[src/rtl/digit_serial_multiplier.sv]
// Digit-serial WIDTH x WIDTH unsigned multiplier built on a 2x2 combinational core.
// Optional build macro DSM_ZERO_SKIP_EN: complete in one cycle when either operand is zero.

module two_bit_multiplier (
    input  logic [1:0] x,
    input  logic [1:0] y,
    output logic [3:0] p
);
    assign p = {2'b00, x} * {2'b00, y};
endmodule

module digit_serial_multiplier #(
    parameter int unsigned WIDTH = 8
) (
    input  logic               clk,
    input  logic               rst,
    input  logic               start,
    input  logic [WIDTH-1:0]   a,
    input  logic [WIDTH-1:0]   b,
    output logic               busy,
    output logic               done,
    output logic [2*WIDTH-1:0] product
);
    localparam int unsigned N  = WIDTH / 2;
    localparam int unsigned PW = 2 * WIDTH;
    localparam int unsigned IW = (N > 1) ? $clog2(N) : 1;
    localparam int unsigned SW = $clog2(PW) + 1;

    typedef enum logic {IDLE, RUN} state_t;

    state_t            state, state_n;
    logic [WIDTH-1:0]  ra, ra_n, rb, rb_n;
    logic [PW-1:0]     acc, acc_n, product_n;
    logic [IW-1:0]     i_idx, i_n, j_idx, j_n;
    logic              busy_n, done_n;

    logic [1:0]        da, db;
    logic [3:0]        pp;
    logic [SW-1:0]     sh;
    logic [PW-1:0]     sum;
    logic              last;

    // Digit selection and shifted accumulation of the current partial product
    assign da   = 2'(ra >> {i_idx, 1'b0});
    assign db   = 2'(rb >> {j_idx, 1'b0});
    assign sh   = (SW'(i_idx) + SW'(j_idx)) << 1;
    assign sum  = acc + (PW'(pp) << sh);
    assign last = (i_idx == IW'(N - 1)) && (j_idx == IW'(N - 1));

    two_bit_multiplier u_core (
        .x (da),
        .y (db),
        .p (pp)
    );

    always_ff @(posedge clk) begin
        if (rst) begin
            state   <= IDLE;
            ra      <= '0;
            rb      <= '0;
            acc     <= '0;
            i_idx   <= '0;
            j_idx   <= '0;
            busy    <= 1'b0;
            done    <= 1'b0;
            product <= '0;
        end else begin
            state   <= state_n;
            ra      <= ra_n;
            rb      <= rb_n;
            acc     <= acc_n;
            i_idx   <= i_n;
            j_idx   <= j_n;
            busy    <= busy_n;
            done    <= done_n;
            product <= product_n;
        end
    end

    always_comb begin
        state_n   = state;
        ra_n      = ra;
        rb_n      = rb;
        acc_n     = acc;
        i_n       = i_idx;
        j_n       = j_idx;
        busy_n    = busy;
        done_n    = 1'b0;
        product_n = product;

        case (state)
            IDLE: begin
                if (start) begin
                    ra_n    = a;
                    rb_n    = b;
                    acc_n   = '0;
                    i_n     = '0;
                    j_n     = '0;
                    busy_n  = 1'b1;
                    state_n = RUN;
                end
            end
            RUN: begin
`ifdef DSM_ZERO_SKIP_EN
                if ((ra == '0) || (rb == '0)) begin
                    product_n = '0;
                    done_n    = 1'b1;
                    busy_n    = 1'b0;
                    i_n       = '0;
                    j_n       = '0;
                    state_n   = IDLE;
                end else
`endif
                begin
                    acc_n = sum;
                    if (last) begin
                        // Capture the final sum directly; acc itself lags by one partial product
                        product_n = sum;
                        done_n    = 1'b1;
                        busy_n    = 1'b0;
                        i_n       = '0;
                        j_n       = '0;
                        state_n   = IDLE;
                    end else if (j_idx == IW'(N - 1)) begin
                        j_n = '0;
                        i_n = i_idx + IW'(1);
                    end else begin
                        j_n = j_idx + IW'(1);
                    end
                end
            end
            default: state_n = IDLE;
        endcase
    end
endmodule

[config.mk]
export PLATFORM = sky130hd
export DESIGN_NAME = digit_serial_multiplier
export DESIGN_NICKNAME = d
export VERILOG_FILES = /design/src/rtl/digit_serial_multiplier.sv
export SDC_FILE = /design/constraint.sdc
export NUM_CORES = 1
export LEC_CHECK = 0
export ABC_AREA = 1
export CORE_MARGIN = 1.5
export CORE_UTILIZATION = 30
export DETAILED_ROUTE_END_ITERATION = 6
export SETUP_SLACK_MARGIN = 0.3
export SLEW_MARGIN = 5
export SYNTH_ARGS = -nofsm -noshare
export SYNTH_HDL_FRONTEND = slang
export SYNTH_SLANG_ARGS = --single-unit
[constraint.sdc]
create_clock -name clk -period 4.1 [get_ports clk]
set_clock_uncertainty 0.2 [all_clocks]
set_input_delay 0.615 -clock clk [delete_from_list [all_inputs] [get_ports clk]]
set_output_delay 0.615 -clock clk [all_outputs]
set_load 0.01 [all_outputs]
==> flow_summary.json <==
{
  "die_w_um": 107,
  "core_area_um2": 10400,
  "drive_gt1_frac": 0.0535,
  "grt_pass1_wl_um": 13200,
  "clk_latency_ns": 0.31,
  "io_pins": 37,
  "overflow": 0,
  "wirelength_um": 7660,
  "fmax_mhz": 297,
  "fin_area_um2": 3780,
  "dr.pass1.iters": 4,
  "cts_inserted_buffers": 5,
  "finalHoldViolCount": 0,
  "drc": 0,
  "crit_type": "flip-flop to flip-flop",
  "initial_utilization": 0.311,
  "multiInputGateArea_um2": 1830,
  "relSlewSlack": 0.420,
  "grt_max_degree": 21,
  "n_antenna_cell": 0,
  "yosysSeqAreaShare": 0.341,
  "cts_htree_levels": 2,
  "ys_types": 36,
  "tightestPinTransition_ns": 0.869,
  "cts_max_path_buffers": 2,
  "wl_per_cell_um": 11.6,
  "power_density_nw_per_um2": 252,
  "syn-num-nets": 533,
  "cts_hold_buf": 0,
  "syn_inst": 491,
  "layout.nets": 566,
  "syn_avg_cell_area_um2": 6.58,
  "area_growth_pct": 17.0,
  "finalSetupTns_ns": 0,
  "status": "finished clean",
  "ctsResizeCount": 0,
  "place_area_um2": 3700,
  "seqCellArea_um2": 1100,
  "grtUsageTotal": 0.143,
  "antenna_found_initial": 0,
  "routed_via_density": 4.52,
  "end_kind": "flip-flop",
  "die-area_um2": 11400,
  "worstSetupStartpointType": "flip-flop",
  "num_rows": 37,
  "ant_nets": 0,
  "leakage_nw": 1.76,
  "hp-class": "flip-flop to flip-flop",
  "grt_pass1_vias": 2906,
  "ys_warn_count": 0,
  "ys_ff_latch": 55,
  "num-fill-cells": 1145,
  "dp_hpwl_um": 5840,
  "crit_required_ns": 4.13,
  "postCtsSetupBuffers": 0,
  "io_buffers": 36,
  "finalCriticalPeriod_ns": 3.37,
  "place_congestion": 0.873,
  "drt-initial-drc-count": 160,
  "cts_tree": "built",
  "critPathMaxFanout": 9,
  "cp.arrival_ns": 3.40,
  "final-setup-viol-count": 0,
  "dr_total_vias": 2977,
  "cts.sinks": 55,
  "grt_setup_unrepaired": "no",
  "cts_root_buf": "clkbuf_8",
  "clk_pin_slew_ns": 0.09,
  "maxCapViolCount": 0,
  "finalMaxSlewViolations": 0,
  "synth.cell_area_um2": 3230,
  "die_h_um": 107,
  "vdd_drop_max_mv": 0.127,
  "finalCritPeriodShare": 0.822
}
routing by layer:
layer / GRT usage / part of all wire / wire length, um / up-vias
met4: 0.0419 / 0.010 / 77 / 0
met2: 0.256 / 0.47 / 3640 / 57
met5: 0 / 0 / 0 / -
met3: 0.0231 / 0.030 / 231 / 7
li1: - / - / - / 1619
met1: 0.176 / 0.48 / 3710 / 1294
synthesized netlist by cell type:
cell type | n | area [um2]
a31oi_1 | 2 | 12.5
o211a_1 | 1 | 10.0
nor2_2 | 2 | 12.5
fa_1 | 2 | 40.0
nand2_2 | 6 | 37.5
a32o_1 | 2 | 20.0
a22o_2 | 1 | 10.0
buf_2 | 2 | 10.0
nand3b_1 | 3 | 22.5
ha_1 | 21 | 263
dfxtp_1 | 55 | 1100
or2_4 | 1 | 8.76
buf_1 | 1 | 3.75
nand3_2 | 1 | 10.0
nand2_1 | 148 | 556
clkbuf_1 | 2 | 7.51
clkbuf_2 | 1 | 5.00
a21oi_1 | 28 | 140
buf_4 | 6 | 45.0
inv_1 | 55 | 206
o31ai_1 | 1 | 7.51
xnor2_1 | 1 | 8.76
nor2_4 | 1 | 11.3
nor2_1 | 71 | 267
a21oi_2 | 1 | 8.76
a22o_1 | 3 | 26.3
xor2_1 | 3 | 26.3
o22ai_1 | 2 | 12.5
inv_2 | 5 | 18.8
nand4_1 | 2 | 12.5
and2_1 | 1 | 6.26
o21ai_1 | 3 | 15.0
nor3_1 | 2 | 10.0
or2_2 | 2 | 12.5
nand3_1 | 33 | 165
o21ai_0 | 20 | 100
worst max-delay path, stage by stage (launching register included):
cell and delay [ns]:
dfxtp_1 0.48, ha_1 0.19, inv_1 0.04, fa_1 0.51, inv_1 0.26, nor2_1 0.07, inv_1 0.10, o22ai_1 0.13
ha_1 0.41, nand2_1 0.09, inv_1 0.08, nand2_1 0.08, nor3_1 0.20, nand2_1 0.12, nand3_1 0.10, nand3_1 0.08
a21oi_1 0.16
where the power goes:
group | total (mW) | internal, mW | leakage (nW) | switching (mW)
clock network | 0.288 | 0.114 | 0.0361 | 0.174
registers | 0.565 | 0.550 | 0.448 | 0.0152
logic | 0.0978 | 0.0417 | 1.28 | 0.0561
total | 0.951 | 0.706 | 1.76 | 0.245
layout make-up:
| cell class | instances | area share |
|---|---|---|
| clock inverters | 1 | 0.00199 |
| clock buffers | 5 | 0.0182 |
| multi-input cells | 364 | 0.485 |
| flip-flops and latches | 55 | 0.291 |
| well taps | 136 | 0.0450 |
| inverters | 60 | 0.0596 |
| repair buffers | 38 | 0.0993 |
per-stage QoR:
stage / power (mW) / utilization / worst slack [ns] / hold slack (ns) / cells
final: 0.951 / 0.365 / 0.729 / 0.255 / 659
after global routing: 1.00 / 0.365 / 0.365 / 0.283 / 659
after CTS: 0.967 / 0.365 / 0.747 / 0.260 / 659
after detailed placement: 0.676 / 0.357 / 0.755 / 0.241 / 653
after global placement: 0.674 / 0.357 / 0.806 / 0.237 / 653
after floorplan: 0.639 / - / 1.12 / 0.244 / 491
cell families (layout without fill, tap and decap cells):
| logic type | after synthesis | count (layout) | synth area share |
|---|---|---|---|
| adders and majority gates | 23 | 23 | 0.0938 |
| buffers and inverters | 72 | 104 | 0.0918 |
| and+or+nand+nor | 273 | 273 | 0.350 |
| DFF | 55 | 55 | 0.341 |
| AOI/OAI and AO/OA | 64 | 64 | 0.112 |
| xor gates and xnor gates | 4 | 4 | 0.0109 |
sequential cells by signal, summed over array words and instances (netlist names):
name / flops
acc: 16
product: 16
ra: 8
rb: 8
i_idx: 2
j_idx: 2
busy: 1
done: 1
state: 1
worst paths after layout:
check,slack (ns),cells after the start,end,from
worst min-delay path,0.25,2,product[9],product[9]
worst max register to register,0.73,16,acc[15],j_idx[0]
worst min register to register,0.25,2,product[9],product[9]
worst max-delay path,0.73,16,acc[15],j_idx[0]
layout by cell type (no fill, tap or decap), drive strengths merged:
cell type and n:
nor3 2, a22o 4, buf 2, dfxtp 55, nor2 74, a32o 2
a21oi 29, xnor2 1, a31oi 2, or2 3, inv 60, clkdlybuf4s50 36
o22ai 2, clkbuf 5, ha 21, fa 2, o21ai 23, and2 1
nand4 2, clkinvlp 1, o211a 1, xor2 3, nand2 154, nand3 34
o31ai 1, nand3b 3
(Power assumes the default switching activity.)
==> RTL change 1, RTL diff (same settings) <==
`WIDTH`: 8 -> 16.
--- a/src/rtl/digit_serial_multiplier.sv
+++ b/src/rtl/digit_serial_multiplier.sv
@@ -11,5 +11,5 @@
 
 module digit_serial_multiplier #(
-    parameter int unsigned WIDTH = 8
+    parameter int unsigned WIDTH = 16
 ) (
     input  logic               clk,
Interface: changed (resized a, b and product); port bits go from 37 to 69. No check against the original RTL was run, so the function may have changed too.
==> RTL change 1 against the unedited design <==
  * Sequential cell count increased by 50
  * Non-clock buffer count is 65 higher
  * Global-route usage grew 2.6 points
  * Total power is 140% higher
  * Synthesized area is 110% higher
  * Wire length rose to 2.6 times the old value
  * The flow now finishes with violations (design-rule violations)
  * Final cell count up 120%
  * Sequential share of layout area shrank 5.5 points
  * Combinational power grew to 3.0 times the old value
  * Final area up 140%
  * Worst setup slack lost 0.25 ns
==> RTL change 1: results (changes against the unedited design) <==
- Status: complete, but fails checks (was finished clean)
- Violated checks: design-rule violations
- FF-to-FF setup slack: 0.48 ns (was 0.73 ns)
- Clock-cell share of area: 3.646% (was 2.019%)
- Final GP Congestion: 0.9165 (was 0.8728)
- Register area: 2112 um2 (was 1101 um2)
- # Taps: 280 (was 136)
- Hold endpoint: product[22]$_SDFFE_PP0P_ (was product[9]$_SDFFE_PP0P_)
- Hpwl dp: 14.82 mm (was 5.838 mm)
- Crit path DAT: 3.71 ns (was 3.40 ns)
- Max incr delay on CP: 0.37 ns (was 0.51 ns)
- Yosys reg bits: 105 (was 55)
- Multi-input combinational area share: 52.28% (was 48.46%)
- Post_cts resized: 15 (was 0)
- CP top delay family: simple AND/OR/NAND/NOR gates (was adder cells)
- Place WS: 0.1023 ns (was 0.7550 ns)
- Area post-placement: 7782 um2 (was 3704 um2)
- Fill cell count: 2283 (was 1145)
- Clock period minus worst slack: 3.622 ns (was 3.371 ns)
- Post-Route WL: 20.21 mm (was 7.659 mm)
- Number of global-route vias before repair: 6275 (was 2906)
- Biggest regs: acc (32), product (32) (was acc (16), product (16))
- Hold wc startpoint: product[22]$_SDFFE_PP0P_ (was product[9]$_SDFFE_PP0P_)
- Post-synthesis mux area share: 0.1483% (was 0%)
- DRC viols: 2 (was 0)
- Syn_area_per_cell: 6.197 um2 (was 6.577 um2)
- Cell depth of the worst flop-to-flop path: 24 (was 16)
- Post-Syn Nets: 1166 (was 533)
- Post-synth top area share: 31.15% (was 34.10%)
- Post-Synth Adder-Cell Area: 8.009% (was 9.376%)
- VDD IR max: 0.2052 mV (was 0.1275 mV)
- Inst Count DP: 1425 (was 653)
- Switching Fraction: 29.78% (was 25.80%)
- Root buf cell: clkbuf_16 (was clkbuf_8)
- Clock net power: 0.940 mW (was 0.288 mW)
- Tot GR Track Use: 16.95% (was 14.33%)
- Final Instance Area: 8956 um2 (was 3780 um2)
## RTL change 1: changes by cell type after synthesis, moves of 10 or more
cell      unedited run  this run
nand2_1            148       338
nor2_1              71       158
inv_1               55       139
dfxtp_1             55       105
o21ai_0             20        64
a21oi_1             28        64
nand3_1             33        56
ha_1                21        40
clkbuf_1             2        14
nor3_1               2        12
## RTL change 1: kinds of logic (layout without fill, tap and decap cells)
| kind of cell | after synthesis | in the layout |
|---|---|---|
| flops | 105 | 105 |
| compound gates | 154 | 154 |
| buf+inv | 172 | 260 |
| xor+xnor | 12 | 12 |
| fa+ha+maj | 42 | 42 |
| simple gates | 603 | 603 |
| mux | 1 | 1 |
## RTL change 1: metal layers
metal | track usage [%] | share of wire, %
met5 | 0 | 0
met4 | 4.762 | 1.1
met3 | 2.552 | 4.4
met2 | 28.51 | 47
met1 | 22.53 | 47
==> RTL change 2, RTL diff (same flow settings) <==
Without the edit above. `product` no longer has a reset.
--- a/src/rtl/digit_serial_multiplier.sv
+++ b/src/rtl/digit_serial_multiplier.sv
@@ -64,5 +64,4 @@
             busy    <= 1'b0;
             done    <= 1'b0;
-            product <= '0;
         end else begin
             state   <= state_n;
@@ -74,6 +73,9 @@
             busy    <= busy_n;
             done    <= done_n;
-            product <= product_n;
         end
+    end
+
+    always_ff @(posedge clk) begin
+        product <= product_n;
     end
 
Check against the original RTL: no difference found for any inputs over 10 cycles, from zero or initial values and one cycle with rst high; that may be too few to reach the edited logic, so the function may still have changed.
==> RTL change 2 against the unedited design <==
  * Non-clock buffer count up 1
  * Sequential cell count stayed put
  * Die area shrank 1.1%
  * Critical endpoint is now product[12]$_DFFE_PP_
  * Sequential share of layout area increased by 4.2 points
  * Via count fell by 5.2%
  * Final area grew 0.23%
  * Wire length is 5.7% lower
  * First-iteration DRC count is 24% lower
  * Worst setup slack got worse by 0.15 ns
  * Total power rose by 3.2%
  * Synthesized area shrank 1.1%
==> RTL change 2: results (changes against the unedited design) <==
- Post_cts resized: 0 (unchanged)
- Routed len/inst: 11.48 um (was 11.62 um)
- Post-Syn Nets: 498 (was 533)
- Post-Synth Adder-Cell Area: 9.479% (was 9.376%)
- Top post-synthesis cells by area: dfxtp_1, nand2_1, edfxtp_1 (was dfxtp_1, nand2_1, nor2_1)
- Post-synthesis sequential area ratio: 39.48% (was 34.10%)
- Number of library cell types mapped by synthesis: 27 (was 36)
- Pleak: 1.768 nW (was 1.762 nW)
- Nets: 534 (was 566)
- Synth top cells by count: nand2_1, nor2_1, inv_1, dfxtp_1, a21oi_1 (was nand2_1, nor2_1, dfxtp_1, inv_1, nand3_1)
- Syn_area_per_cell: 7.005 um2 (was 6.577 um2)
- VDD IR max: 0.1227 mV (was 0.1275 mV)
- Crit path DAT: 3.39 ns (was 3.40 ns)
- Post-Route WL: 7.221 mm (was 7.659 mm)
- Psw: 0.2478 mW (was 0.2454 mW)
- Hpwl dp: 5.475 mm (was 5.838 mm)
- Final GP Congestion: 0.8747 (was 0.8728)
- Biggest regs: acc (16), product (16) (unchanged)
- MaxCap Viol Count: 0 (unchanged)
- RR Endpoint: product[12]$_DFFE_PP_ (was acc[15]$_SDFFE_PP0P_)
- IO buf count: 36 (unchanged)
- DRT iter0 DRCs: 122 (was 160)
- Hold endpoint: acc[0]$_SDFFE_PP0P_ (was product[9]$_SDFFE_PP0P_)
- Wire length of the first global-routing pass: 12.28 mm (was 13.16 mm)
- Met2 WL post-DR: 3.361 mm (was 3.637 mm)
- Met3 wire length: 293 um (was 231 um)
- Max incr delay on CP: 0.58 ns (was 0.51 ns)
- Largest net degree at the start of global routing: 23 (was 21)
- Number of global-route vias before repair: 2739 (was 2906)
- Vias: 2823 (was 2977)
- Post-synthesis mux area share: 0% (unchanged)
- Met1 wire length: 3.460 mm (was 3.712 mm)
- Number of enable flip-flop cells after synthesis: 16 (was 0)
- FF-to-FF setup slack: 0.58 ns (was 0.73 ns)
- Cell depth of the worst flop-to-flop path: 17 (was 16)
- Slew @ Worst Pin: 0.9445 ns (was 0.8691 ns)
- Share of layout cells above drive strength 1: 3.043% (was 5.354%)
- Inst Count DP: 621 (was 653)
- Tot GR Track Use: 13.55% (was 14.33%)
- Worst-path fanout max: 8 (was 9)
- Hold wc startpoint: acc[0]$_SDFFE_PP0P_ (was product[9]$_SDFFE_PP0P_)
- Status: finished clean (unchanged)
-- RTL change 2: worst max path at each step --
stage          slack, ns                     to             startpoint  cells after the start
3_3_place_gp        0.60  product[12]$_DFFE_PP_  i_idx[0]$_SDFFE_PP0P_                     17
5_1_grt             0.31  product[12]$_DFFE_PP_  j_idx[0]$_SDFFE_PP0P_                     17
4_1_cts             0.57  product[12]$_DFFE_PP_  i_idx[0]$_SDFFE_PP0P_                     17
6_report            0.58  product[12]$_DFFE_PP_  j_idx[0]$_SDFFE_PP0P_                     17
2_1_floorplan       0.96  product[12]$_DFFE_PP_  i_idx[0]$_SDFFE_PP0P_                     17
3_5_place_dp        0.58  product[12]$_DFFE_PP_  i_idx[0]$_SDFFE_PP0P_                     17
-- RTL change 2: final cells by class --
type | instances | area [um2]
Clock buffer | 6 | 72.57
Sequential cell | 55 | 1262
Multi-Input combinational cell | 329 | 1657
Tap cell | 136 | 170.2
Clock inverter | 2 | 11.26
Inverter | 62 | 232.7
Timing Repair Buffer | 39 | 382.9
Fill cell | 1097 | 6535
-- RTL change 2: cell families (layout without fill, tap and decap cells) --
logic type / Yosys count / count (layout)
simple gates: 242 / 242
buf+inv: 72 / 109
compound gates: 57 / 57
flops: 55 / 55
fa+ha+maj: 23 / 23
xor+xnor: 7 / 7
-- RTL change 2: power groups by stage --
stage	Sequential [mW]	Clock (mW)	Combinational [mW]
CTS	0.587	0.314	0.0931
global placement	0.599	0	0.0903
detailed placement	0.599	0	0.0923
global route	0.589	0.333	0.104
floorplan	0.592	0	0.0600
finish	0.587	0.303	0.0918
-- RTL change 2: routing by layer --
layer  track usage, %  vias up
met1            16.84     1244
met3            2.330       10
met5                0        -
li1                 -     1513
met4            5.116        0
met2            23.32       56
-- RTL change 2: worst reg2reg max path, stage by stage (launching register included) --
cell and delay [ns]:
dfxtp_1 0.48, ha_1 0.19, inv_1 0.04, fa_1 0.58, inv_1 0.15, nor2_1 0.12
inv_1 0.06, nor2_1 0.10, ha_1 0.17, inv_1 0.05, fa_1 0.40, inv_1 0.09
nand3_1 0.09, nand2_2 0.11, nand3_1 0.12, nand3_1 0.09, nand2_1 0.07, and2_1 0.16
-- RTL change 2: stage by stage --
stage	setup WS, ns	hold WS [ns]	cell area [um2]	utilization, %
3_5_place_dp	0.5820	0.2666	3704	35.87
4_1_cts	0.5692	0.2804	3787	36.69
3_3_place_gp	0.5959	0.2576	3704	35.87
6_report	0.5832	0.2764	3789	36.70
5_1_grt	0.3066	0.2965	3789	36.70
2_1_floorplan	0.9570	0.2453	3194	-
